<file path="src/rtl/eu_dispatch_if.sv">
// Bundle between fetch/decode, the dispatcher and the EU.
// Handshakes: a word moves on a rising clk edge where ir_valid & ir_ready are
// both high; ir_valid may rise at any time and ir_ready never depends on it.
interface eu_dispatch_if #(
  parameter int DEPTH = 4
) ();
  localparam int CW = $clog2(DEPTH) + 1;

  logic [31:0]   ir_in;
  logic          ir_valid;
  logic          ir_ready;
  logic          flush;
  logic          eu_ready;
  logic [31:0]   ir;
  logic [1:0]    sel_eu;
  logic          cs;
  logic          busy;
  logic [CW-1:0] count;
  logic          illegal;
  logic          err;
  logic [1:0]    dbg_state;  // 0 IDLE, 1 ISSUE, 2 WAIT_BUSY, 3 WAIT_DONE

  modport slave (
    input  ir_in, ir_valid, flush, eu_ready,
    output ir_ready, ir, sel_eu, cs, busy, count, illegal, err, dbg_state
  );

  modport master (
    output ir_in, ir_valid, flush, eu_ready,
    input  ir_ready, ir, sel_eu, cs, busy, count, illegal, err, dbg_state
  );
endinterface

</file>
<file path="src/rtl/eu_dispatch.sv">
// Queues decoded instruction words, classifies them and issues them one at a
// time to the EU with a single-cycle cs pulse, retiring on EU completion.
module eu_dispatch #(
  parameter int DEPTH   = 4,
  parameter int BUSY_TO = 4
) (
  input  logic         clk,
  input  logic         rst,
  eu_dispatch_if.slave bus
);
  localparam int AW = $clog2(DEPTH);
  localparam int CW = AW + 1;
  localparam int TW = $clog2(BUSY_TO + 1);

  typedef enum logic [1:0] {
    S_IDLE      = 2'd0,
    S_ISSUE     = 2'd1,
    S_WAIT_BUSY = 2'd2,
    S_WAIT_DONE = 2'd3
  } state_t;

  state_t        state_q, state_d;
  logic [33:0]   mem_q [DEPTH];
  logic [33:0]   mem_d [DEPTH];
  logic [AW-1:0] wr_ptr_q, wr_ptr_d;
  logic [AW-1:0] rd_ptr_q, rd_ptr_d;
  logic [CW-1:0] count_q, count_d;
  logic [TW-1:0] tmo_q, tmo_d;
  logic [31:0]   ir_q, ir_d;
  logic [1:0]    sel_q, sel_d;
  logic          cs_q, cs_d;
  logic          busy_q, busy_d;
  logic          illegal_q, illegal_d;
  logic          err_q, err_d;

  logic [33:0]   head;
  logic          full;
  logic          empty;
  logic          push;
  logic          pop;
  logic          keep;

  assign head  = mem_q[rd_ptr_q];
  assign full  = (count_q == CW'(DEPTH));
  assign empty = (count_q == '0);
  // A flush cycle never accepts a word, even when there is room.
  assign push  = bus.ir_valid && !full && !bus.flush;

  always_comb begin
    state_d   = state_q;
    mem_d     = mem_q;
    wr_ptr_d  = wr_ptr_q;
    rd_ptr_d  = rd_ptr_q;
    count_d   = count_q;
    tmo_d     = tmo_q;
    ir_d      = ir_q;
    sel_d     = sel_q;
    cs_d      = 1'b0;
    illegal_d = 1'b0;
    err_d     = 1'b0;
    pop       = 1'b0;
    keep      = 1'b0;

    case (state_q)
      S_IDLE: begin
        // The head is only looked at when it is not being flushed away.
        if (!empty && !bus.flush) begin
          if (head[33:32] == 2'b11) begin
            pop       = 1'b1;
            illegal_d = 1'b1;
          end else if (bus.eu_ready) begin
            state_d = S_ISSUE;
            ir_d    = head[31:0];
            sel_d   = head[33:32];
            cs_d    = 1'b1;
          end
        end
      end
      S_ISSUE: begin
        state_d = S_WAIT_BUSY;
        tmo_d   = '0;
      end
      S_WAIT_BUSY: begin
        if (!bus.eu_ready) begin
          state_d = S_WAIT_DONE;
        end else if (tmo_q == TW'(BUSY_TO - 1)) begin
          pop     = 1'b1;
          err_d   = 1'b1;
          state_d = S_IDLE;
        end else begin
          tmo_d = tmo_q + 1'b1;
        end
      end
      S_WAIT_DONE: begin
        if (bus.eu_ready) begin
          pop     = 1'b1;
          state_d = S_IDLE;
        end
      end
      default: state_d = S_IDLE;
    endcase

    busy_d = (state_d != S_IDLE);

    if (pop) rd_ptr_d = rd_ptr_q + 1'b1;

    // Flush keeps only an in-flight head that is not retiring this cycle.
    if (bus.flush) begin
      keep     = (state_q != S_IDLE) && !pop;
      wr_ptr_d = rd_ptr_d + AW'(keep);
      count_d  = CW'(keep);
    end else begin
      if (push) begin
        mem_d[wr_ptr_q] = {bus.ir_in[22:21], bus.ir_in};
        wr_ptr_d        = wr_ptr_q + 1'b1;
      end
      count_d = count_q + CW'(push) - CW'(pop);
    end
  end

  always_ff @(posedge clk) begin
    if (rst) begin
      state_q   <= S_IDLE;
      mem_q     <= '{default: '0};
      wr_ptr_q  <= '0;
      rd_ptr_q  <= '0;
      count_q   <= '0;
      tmo_q     <= '0;
      ir_q      <= '0;
      sel_q     <= '0;
      cs_q      <= 1'b0;
      busy_q    <= 1'b0;
      illegal_q <= 1'b0;
      err_q     <= 1'b0;
    end else begin
      state_q   <= state_d;
      mem_q     <= mem_d;
      wr_ptr_q  <= wr_ptr_d;
      rd_ptr_q  <= rd_ptr_d;
      count_q   <= count_d;
      tmo_q     <= tmo_d;
      ir_q      <= ir_d;
      sel_q     <= sel_d;
      cs_q      <= cs_d;
      busy_q    <= busy_d;
      illegal_q <= illegal_d;
      err_q     <= err_d;
    end
  end

  assign bus.ir_ready  = !full;
  assign bus.ir        = ir_q;
  assign bus.sel_eu    = sel_q;
  assign bus.cs        = cs_q;
  assign bus.busy      = busy_q;
  assign bus.count     = count_q;
  assign bus.illegal   = illegal_q;
  assign bus.err       = err_q;
  assign bus.dbg_state = state_q;
endmodule

</file>
<file path="src/flat_wrapper.sv">
// flat-port wrapper written by rule: the top's interface ports become plain ports
module eu_dispatch_flat 
#(
  parameter int DEPTH   = 4,
  parameter int BUSY_TO = 4
)
  (clk, rst, bus_ir_in, bus_ir_valid, bus_flush, bus_eu_ready, bus_ir_ready, bus_ir, bus_sel_eu, bus_cs, bus_busy, bus_count, bus_illegal, bus_err, bus_dbg_state);
  eu_dispatch_if #(.DEPTH(DEPTH)) bus_i ();
  input  logic clk;
  input  logic rst;
  input wire logic [$bits(bus_i.ir_in)-1:0] bus_ir_in;
  input wire logic [$bits(bus_i.ir_valid)-1:0] bus_ir_valid;
  input wire logic [$bits(bus_i.flush)-1:0] bus_flush;
  input wire logic [$bits(bus_i.eu_ready)-1:0] bus_eu_ready;
  output wire logic [$bits(bus_i.ir_ready)-1:0] bus_ir_ready;
  output wire logic [$bits(bus_i.ir)-1:0] bus_ir;
  output wire logic [$bits(bus_i.sel_eu)-1:0] bus_sel_eu;
  output wire logic [$bits(bus_i.cs)-1:0] bus_cs;
  output wire logic [$bits(bus_i.busy)-1:0] bus_busy;
  output wire logic [$bits(bus_i.count)-1:0] bus_count;
  output wire logic [$bits(bus_i.illegal)-1:0] bus_illegal;
  output wire logic [$bits(bus_i.err)-1:0] bus_err;
  output wire logic [$bits(bus_i.dbg_state)-1:0] bus_dbg_state;
  assign bus_i.ir_in = bus_ir_in;
  assign bus_i.ir_valid = bus_ir_valid;
  assign bus_i.flush = bus_flush;
  assign bus_i.eu_ready = bus_eu_ready;
  assign bus_ir_ready = bus_i.ir_ready;
  assign bus_ir = bus_i.ir;
  assign bus_sel_eu = bus_i.sel_eu;
  assign bus_cs = bus_i.cs;
  assign bus_busy = bus_i.busy;
  assign bus_count = bus_i.count;
  assign bus_illegal = bus_i.illegal;
  assign bus_err = bus_i.err;
  assign bus_dbg_state = bus_i.dbg_state;
  eu_dispatch #(.DEPTH(DEPTH), .BUSY_TO(BUSY_TO)) u_core (.clk(clk), .rst(rst), .bus(bus_i));
endmodule
</file>
<file path="config.mk">
export PLATFORM = sky130hd
export DESIGN_NAME = eu_dispatch_flat
export DESIGN_NICKNAME = d
export VERILOG_FILES = /design/src/rtl/eu_dispatch_if.sv /design/src/rtl/eu_dispatch.sv /design/src/flat_wrapper.sv
export SDC_FILE = /design/constraint.sdc
export NUM_CORES = 1
export LEC_CHECK = 0
export CAP_MARGIN = 25
export CORE_MARGIN = 4
export CORE_UTILIZATION = 44
export CTS_CLUSTER_SIZE = 24
export DETAILED_ROUTE_END_ITERATION = 6
export SYNTH_ARGS = -nofsm -noshare
export SYNTH_HDL_FRONTEND = slang
export SYNTH_SLANG_ARGS = --single-unit
</file>
<file path="constraint.sdc">
create_clock -name clk -period 3.25 [get_ports clk]
set_clock_uncertainty 0.1 [all_clocks]
set_input_delay 0.325 -clock clk [delete_from_list [all_inputs] [get_ports clk]]
set_output_delay 0.325 -clock clk [all_outputs]
set_load 0.01 [all_outputs]
</file>
==> summary.txt, run 1 <==
Yosys
  – Syn Inst Count: 836
  – Syn avg cell area: just under 9 um2
  – Unique cell type count in the Yosys netlist: 35
  – Flops & latches, synth: 176
  – Syn nets: roughly 880
  – Synth warn: 0
  – Cell Area, Synth: around 0.0072 mm2
  – Seq/Total Area, Yosys: 48.7%

Pwr
  – Leakage Power: around 0.0029 uW
  – VDD IR-drop max: between 300 and 400 uV
  – Power Dens Cells: 507 mW/mm2

Min path
  – WHS Endpoint: u_core.bus.count[0]
  – Hold_sp: rst
  – Worst hold stages: 2
  – Hold Path Class: input port to flop

Detailed routing
  – Via count: 5880
  – Vias/cell: 5.25
  – Starting DRT DRC Count: 313
  – Post-route met1 wirelength: 7660 um
  – Met2 wire length: about 9400 um
  – Routed len/inst: 16.3 um
  – Highest signal layer in the routed design: met4
  – DRT Pass-1 Iters: 7
  – Routed wl met3: 920 um
  – Final WL: roughly 18000 um
  – DRC viols: 0
  – Antenna violation net count after detailed routing: 0

Layout
  – Area growth syn-to-layout: 19.2%
  – Ant. Diodes: 0
  – Number of nets in the layout: about 940
  – Share of layout cells above drive strength 1: 10.5%
  – Fin util: 53.9%
  – Most frequent cells in the layout: nand2_1 (328), dfxtp_1 (174), a21oi_1 (165)
  – # fillers: 1481
  – Most common cell after layout, fill and taps aside: nand2_1

Clocking
  – Clk root buf: clkbuf_16
  – H-tree lvl count: 4
  – # clock sinks: 176
  – Resized cells post-CTS: 0
  – Total CTS buffers: 17
  – Skew-Pair Late Insertion Delay: ~430 ps
  – Postcts setup bufs: 0
  – Worst-path clk slew: 70 ps
  – CTS tree: built
  – CTS max path bufs: 2
  – Hold Buf Count CTS: 0

Global routing
  – Initial antenna violation count: 0
  – Grt ovf: 0
  – Vias in the first global route: 5913
  – Tot GR Track Use: 20.3%
  – Largest net degree at the start of global routing: 85
  – First-pass GRT wire length: 29600 um

Critical path
  – CP delay by family, top: multiplexers
  – Crit Path Category: flop to flop
  – Reg-to-Reg Start: u_core.rd_ptr_q[0]
  – Critical-path top delay cell: mux4_2
  – Nature of the critical path startpoint: flop
  – Flop2flop setup slack: 600 ps
  – Required @ worst endpoint: 3440 ps
  – Worst reg2reg path depth: 9
  – CP Cell Sequence: mux4_2, a41oi_4, xnor2_1, ha_1, inv_1, fa_1, xor2_1, xnor2_1, nor3_1
  – Critical Path Fanout Max: 6
  – Arrival @ worst endpoint: 2840 ps
  – CP Capture Type: flop
  – CP most frequent cell: xnor2_1
  – Worst R2R End: u_core.bus.count[2]
  – Worst Path Buf+Inv: 1
  – Delay of the slowest critical-path stage: 580 ps
  – Crit path depth: 9

Floorplan
  – Top Ports: 81
  – Num rows: 46
  – Initial Utilization: a little under half
  – Die X: 136 um
  – Full die area: about 0.019 mm2
  – Die Span Y: 136 um
  – Placeable Area: approximately 0.016 mm2

Placed design
  – IO Port Bufs: 80
  – Gp weighted congestion: 0.746
  – Pre-CTS setup slack: 536 ps
  – HPWL after DPL: about 11000 um

STA
  – Slew margin rel.: 55.0%
  – Setup TNS: 0 ps
  – Final setup margin: 603 ps
  – Max Transition Viols Final: 0
  – Slew @ Worst Pin: 674 ps
  – Period utilisation layout: 81.5%
  – RSZ-0062 raised after global routing: no
  – Fin. Hold Viols: 0
  – Minimum clock period after layout: between 2000 and 3000 ps
  – Final setup fails: 0
  – Max Clk Rate: ~380 MHz

Job
  – Max Cap Viol: 0

Run status
  – Status: finished, final reports clean
[synthesized netlist by cell type (all sizes together)]
master / count / area (um2)
nand3b: 1 / 7.51
nand3: 2 / 10.0
o211a: 1 / 10.0
nor3: 5 / 25.0
or3b: 1 / 8.76
a21oi: 165 / 826
a41oi: 1 / 27.5
or3: 2 / 12.5
o21ba: 1 / 10.0
nand2: 329 / 1240
nor2: 11 / 41.3
inv: 7 / 26.3
xnor2: 5 / 43.8
mux2i: 2 / 20.0
nand4b: 1 / 8.76
and3b: 1 / 8.76
a21boi: 1 / 7.51
fa: 1 / 20.0
ha: 8 / 100
and2: 5 / 31.3
and3: 1 / 6.26
buf: 41 / 342
o21ai: 2 / 10.0
nor3b: 2 / 15.0
mux4: 32 / 721
clkbuf: 26 / 97.6
or2: 1 / 6.26
o21a: 1 / 7.51
nor2b: 2 / 12.5
xor2: 2 / 17.5
dfxtp: 176 / 3520
[flip-flops by register name, summed over array words and instances, names as in the netlist]
name and cells:
u_core.rd_ptr_q 2, u_core.bus.busy 1, u_core.bus.ir 31, u_core.bus.cs 1, u_core.wr_ptr_q 2, u_core.bus.dbg_state 2, u_core.bus.illegal 1, u_core.mem_q 128
u_core.tmo_q 3, u_core.bus.err 1, u_core.bus.count 3, u_core.bus.sel_eu 1
[where the power goes]
part / leakage, uW / internal [uW] / switching (uW) / total, uW
Combinational: 0.00120 / 107 / 144 / 251
Clock: 0.000266 / 1030 / 885 / 1920
Sequential: 0.00142 / 2190 / 18.0 / 2210
Total: 0.00288 / 3330 / 1050 / 4380
[layer usage]
layer | vias to the layer above | global-route usage (%)
met4 | 0 | 8.12
met2 | 150 | 35.8
met5 | - | 0
met3 | 25 | 3.29
met1 | 2836 | 24.6
li1 | 2869 | -
[worst max path at each step]
| stage | from | to | slack (ps) |
|---|---|---|---|
| after floorplan | u_core.rd_ptr_q[0] | u_core.bus.count[2] | 710 |
| after global placement | bus_flush | u_core.bus.count[2] | 550 |
| after detailed placement | bus_flush | u_core.bus.count[2] | 540 |
| after CTS | u_core.rd_ptr_q[0] | u_core.bus.count[2] | 600 |
| after global routing | u_core.tmo_q[0] | u_core.bus.count[2] | 450 |
| final | u_core.rd_ptr_q[0] | u_core.bus.count[2] | 600 |
[per-stage QoR]
stage | power (uW) | hold slack, ps | instance area, um2 | std cells
floorplan | 2400 | 333 | 7240 | 836
global placement | 2500 | 338 | 8070 | 1089
detailed placement | 2510 | 346 | 8070 | 1089
CTS | 4420 | 302 | 8630 | 1121
global route | 4530 | 333 | 8630 | 1121
finish | 4380 | 291 | 8630 | 1121
[final cells by class]
cell class	instances	area, um2	area share [%]
Multi-Input combinational cell	586	3260	37.7
Tap cell	216	270	3.13
Inverter	7	26.3	0.304
Clock buffer	19	453	5.25
Clock inverter	13	106	1.23
Sequential cell	176	3530	40.9
Timing Repair Buffer	104	991	11.5
[logic make-up after synthesis]
logic type,synth area share (%)
AOI/OAI and AO/OA,12.4
DFF,48.7
adders and majority gates,1.66
muxes,10.2
and+or+nand+nor,19.8
xor gates and xnor gates,0.847
buffers and inverters,6.43
Note: power is estimated with default switching activity, not from simulation.
==> inputs of run 2 (changes only) <==
==> constraint.sdc (replaced) <==
create_clock -name clk -period 2.6 [get_ports clk]
set_clock_uncertainty 0.1 [all_clocks]
set_input_delay 0.26 -clock clk [delete_from_list [all_inputs] [get_ports clk]]
set_output_delay 0.26 -clock clk [all_outputs]
set_load 0.01 [all_outputs]
==> run 2 against run 1 <==
First-iteration DRC count is 14% higher. Non-clock buffer count unchanged. Flip-flop and latch count unchanged. Combinational power is 27% higher. Wire length up 0.83%. Power is 31% higher. Clock power grew 39%. Critical path depth unchanged. Global-route usage increased by 0.071 points. Largest power group unchanged.
==> summary.txt, run 2 (same netlist as run 1, synthesis figures left out) <==
Run status
  – Status: finished, final reports clean (unchanged)

Detailed routing
  – Starting DRT DRC Count: 358 (was 313)
  – Final WL: 18400 um (was 18300 um)
  – DRT Pass-1 Iters: 4 (was 7)
  – Antenna violation net count after detailed routing: 0 (unchanged)
  – DRC viols: 0 (unchanged)
  – Routed len/inst: 16.4 um (was 16.3 um)
  – Via count: 5868 (was 5880)
  – Vias/cell: 5.23 (was 5.25)

Pwr
  – Switch share: 22.8% (was 23.9%)
  – Sequential share of power: 48.0% (was 50.4%)
  – VDD IR-drop max: 529 uV (was 323 uV)
  – Leakage Power: 0.00294 uW (was 0.00288 uW)
  – Clk pwr share: 46.4% (was 43.8%)
  – Combinational Power Share: 5.5% (was 5.7%)
  – Internal Power: 4430 uW (was 3330 uW)
  – Power Dens Cells: 653 mW/mm2 (was 507 mW/mm2)
  – NetSw: 1310 uW (was 1050 uW)

Global routing
  – Largest net degree at the start of global routing: 82 (was 85)
  – Initial antenna violation count: 2 (was 0)
  – Vias in the first global route: 5745 (was 5913)
  – Tot GR Track Use: 20.3% (about the same)
  – Grt ovf: 0 (unchanged)
  – First-pass GRT wire length: 29400 um (was 29600 um)

STA
  – Final setup margin: 32.6 ps (was 603 ps)
  – Slew @ Worst Pin: 667 ps (was 674 ps)
  – Minimum clock period after layout: 2570 ps (was 2650 ps)
  – Final setup fails: 0 (unchanged)
  – Fin. Hold Viols: 0 (unchanged)
  – RSZ-0062 raised after global routing: yes (was no)
  – Period utilisation layout: 98.7% (was 81.5%)
  – Slew margin rel.: 55.5% (was 55.0%)
  – Max Transition Viols Final: 0 (unchanged)
  – Final hold slack: 215 ps (was 291 ps)
  – Max Clk Rate: 390 MHz (was 378 MHz)

Layout
  – Top reg by flops: u_core.mem_q (unchanged)
  – Area growth syn-to-layout: 21.5% (was 19.2%)
  – Post-Layout Cell Count: 1123 (was 1121)
  – Share of layout cells above drive strength 1: 11.2% (was 10.5%)
  – Most common cell after layout, fill and taps aside: nand2_1 (unchanged)
  – Max FFs per register: 128 (unchanged)
  – Fin util: 55.0% (was 53.9%)
  – Most frequent cells in the layout: nand2_1 (328), dfxtp_1 (174), a21oi_1 (165) (unchanged)
  – Number of nets in the layout: 938 (unchanged)

Placed design
  – IO Port Bufs: 80 (unchanged)
  – Dpl cells: 1087 (was 1089)
  – Gp weighted congestion: 0.758 (was 0.746)
  – HPWL after DPL: 11100 um (was 11300 um)
  – Pre-CTS setup slack: 0.103 ps (was 536 ps)

Floorplan
  – Die Span Y: 136 um (unchanged)
  – Die X: 136 um (unchanged)
  – Full die area: 0.0186 mm2 (unchanged)
  – Placeable Area: 0.0160 mm2 (unchanged)
  – Initial Utilization: 45.3% (unchanged)
  – Top Ports: 81 (unchanged)
  – Num rows: 46 (unchanged)

Critical path
  – Critical Path Fanout Max: 4 (was 6)
  – CP most frequent cell: xnor2_1 (unchanged)
  – Crit. Startpoint: u_core.rd_ptr_q[0] (unchanged)
  – Nature of the critical path startpoint: flop (unchanged)
  – CP Cell Sequence: mux4_2, a41oi_4, xnor2_1, ha_2, inv_2, fa_2, xor2_1, xnor2_1, nor3_2 (was mux4_2, a41oi_4, xnor2_1, ha_1, inv_1, fa_1, xor2_1, xnor2_1, nor3_1)
  – Worst R2R End: u_core.bus.count[2] (unchanged)
  – CP endpoint: u_core.bus.count[2] (unchanged)
  – CP delay by family, top: multiplexers (unchanged)
  – CP Capture Type: flop (unchanged)
  – Arrival @ worst endpoint: 2820 ps (was 2840 ps)
  – Critical-path top delay cell: mux4_2 (unchanged)
  – Crit path depth: 9 (unchanged)
  – Delay of the slowest critical-path stage: 570 ps (was 580 ps)
  – Reg-to-Reg Start: u_core.rd_ptr_q[0] (unchanged)
  – Required @ worst endpoint: 2860 ps (was 3440 ps)
  – Worst reg2reg path depth: 9 (unchanged)
  – Worst Path Buf+Inv: 1 (unchanged)
  – Crit Path Category: flop to flop (unchanged)
  – Flop2flop setup slack: 30 ps (was 600 ps)

Clocking
  – Skew-Pair Late Insertion Delay: 430 ps (about the same)
  – H-tree lvl count: 4 (unchanged)
  – CTS tree: built (unchanged)
  – # clock sinks: 176 (unchanged)
  – CTS max path bufs: 2 (unchanged)
  – Total CTS buffers: 17 (unchanged)
  – Clk root buf: clkbuf_16 (unchanged)
  – Worst-path clk slew: 70 ps (about the same)
  – Hold Buf Count CTS: 0 (unchanged)

Job
  – Max Cap Viol: 0 (unchanged)

Min path
  – Hold Path Class: input port to flop (unchanged)
-- run 2: worst reg2reg max path, cell delays in order (launching register included) --
cell and delay [ps]:
dfxtp_4 370, mux4_2 570, a41oi_4 270, xnor2_1 160
ha_2 200, inv_2 30, fa_2 320, xor2_1 150
xnor2_1 140, nor3_2 170
-- run 2: repair_timing --
action / 4_1_cts / 5_1_grt
setup buffers: 0 / 2
endpoints found under the setup margin: 0 / 2
resized for setup: 0 / 8
-- run 2: area by class of cell --
class                   instances  area (um2)
flip-flops and latches        176        3530
fillers                      1510        7210
well taps                     216         270
multi-input cells             586        3280
clock inverters                13         176
clock buffers                  19         443
diodes                          2        5.00
repair buffers                104        1070
inverters                       7        26.3
-- run 2: worst min-delay path by stage --
stage	start	to	slack [ps]	cells after the start
after global placement	u_core.mem_q[132]	u_core.mem_q[132]	340	2
after global routing	rst	u_core.mem_q[10]	220	2
after floorplan	bus_ir_in[0]	u_core.mem_q[0]	300	2
after detailed placement	u_core.mem_q[10]	u_core.mem_q[10]	340	2
final	rst	u_core.mem_q[35]	210	2
after CTS	rst	u_core.bus.ir[0]	200	2
-- run 2: per-layer routing --
layer	global-route usage [%]	wire length (um)	vias up
met5	0	0	-
met4	7.28	308	0
met3	4.22	871	23
met2	35.7	9470	148
met1	24.7	7790	2821
li1	-	-	2876
-- run 2: per-stage QoR --
step | power (uW) | setup TNS [ps] | cell area, um2
2_1_floorplan | 3000 | 0 | 7240
6_report | 5740 | 0 | 8790
5_1_grt | 5940 | -131 | 8790
3_5_place_dp | 3140 | 0 | 8130
4_1_cts | 5790 | 0 | 8750
3_3_place_gp | 3130 | 0 | 8130
-- run 2: power groups by stage --
stage / logic [uW] / clock network [uW] / registers, uW
after floorplan: 182 / 0 / 2820
after global placement: 309 / 0 / 2820
after detailed placement: 318 / 0 / 2820
after CTS: 320 / 2710 / 2760
after global routing: 346 / 2830 / 2760
final: 318 / 2670 / 2760
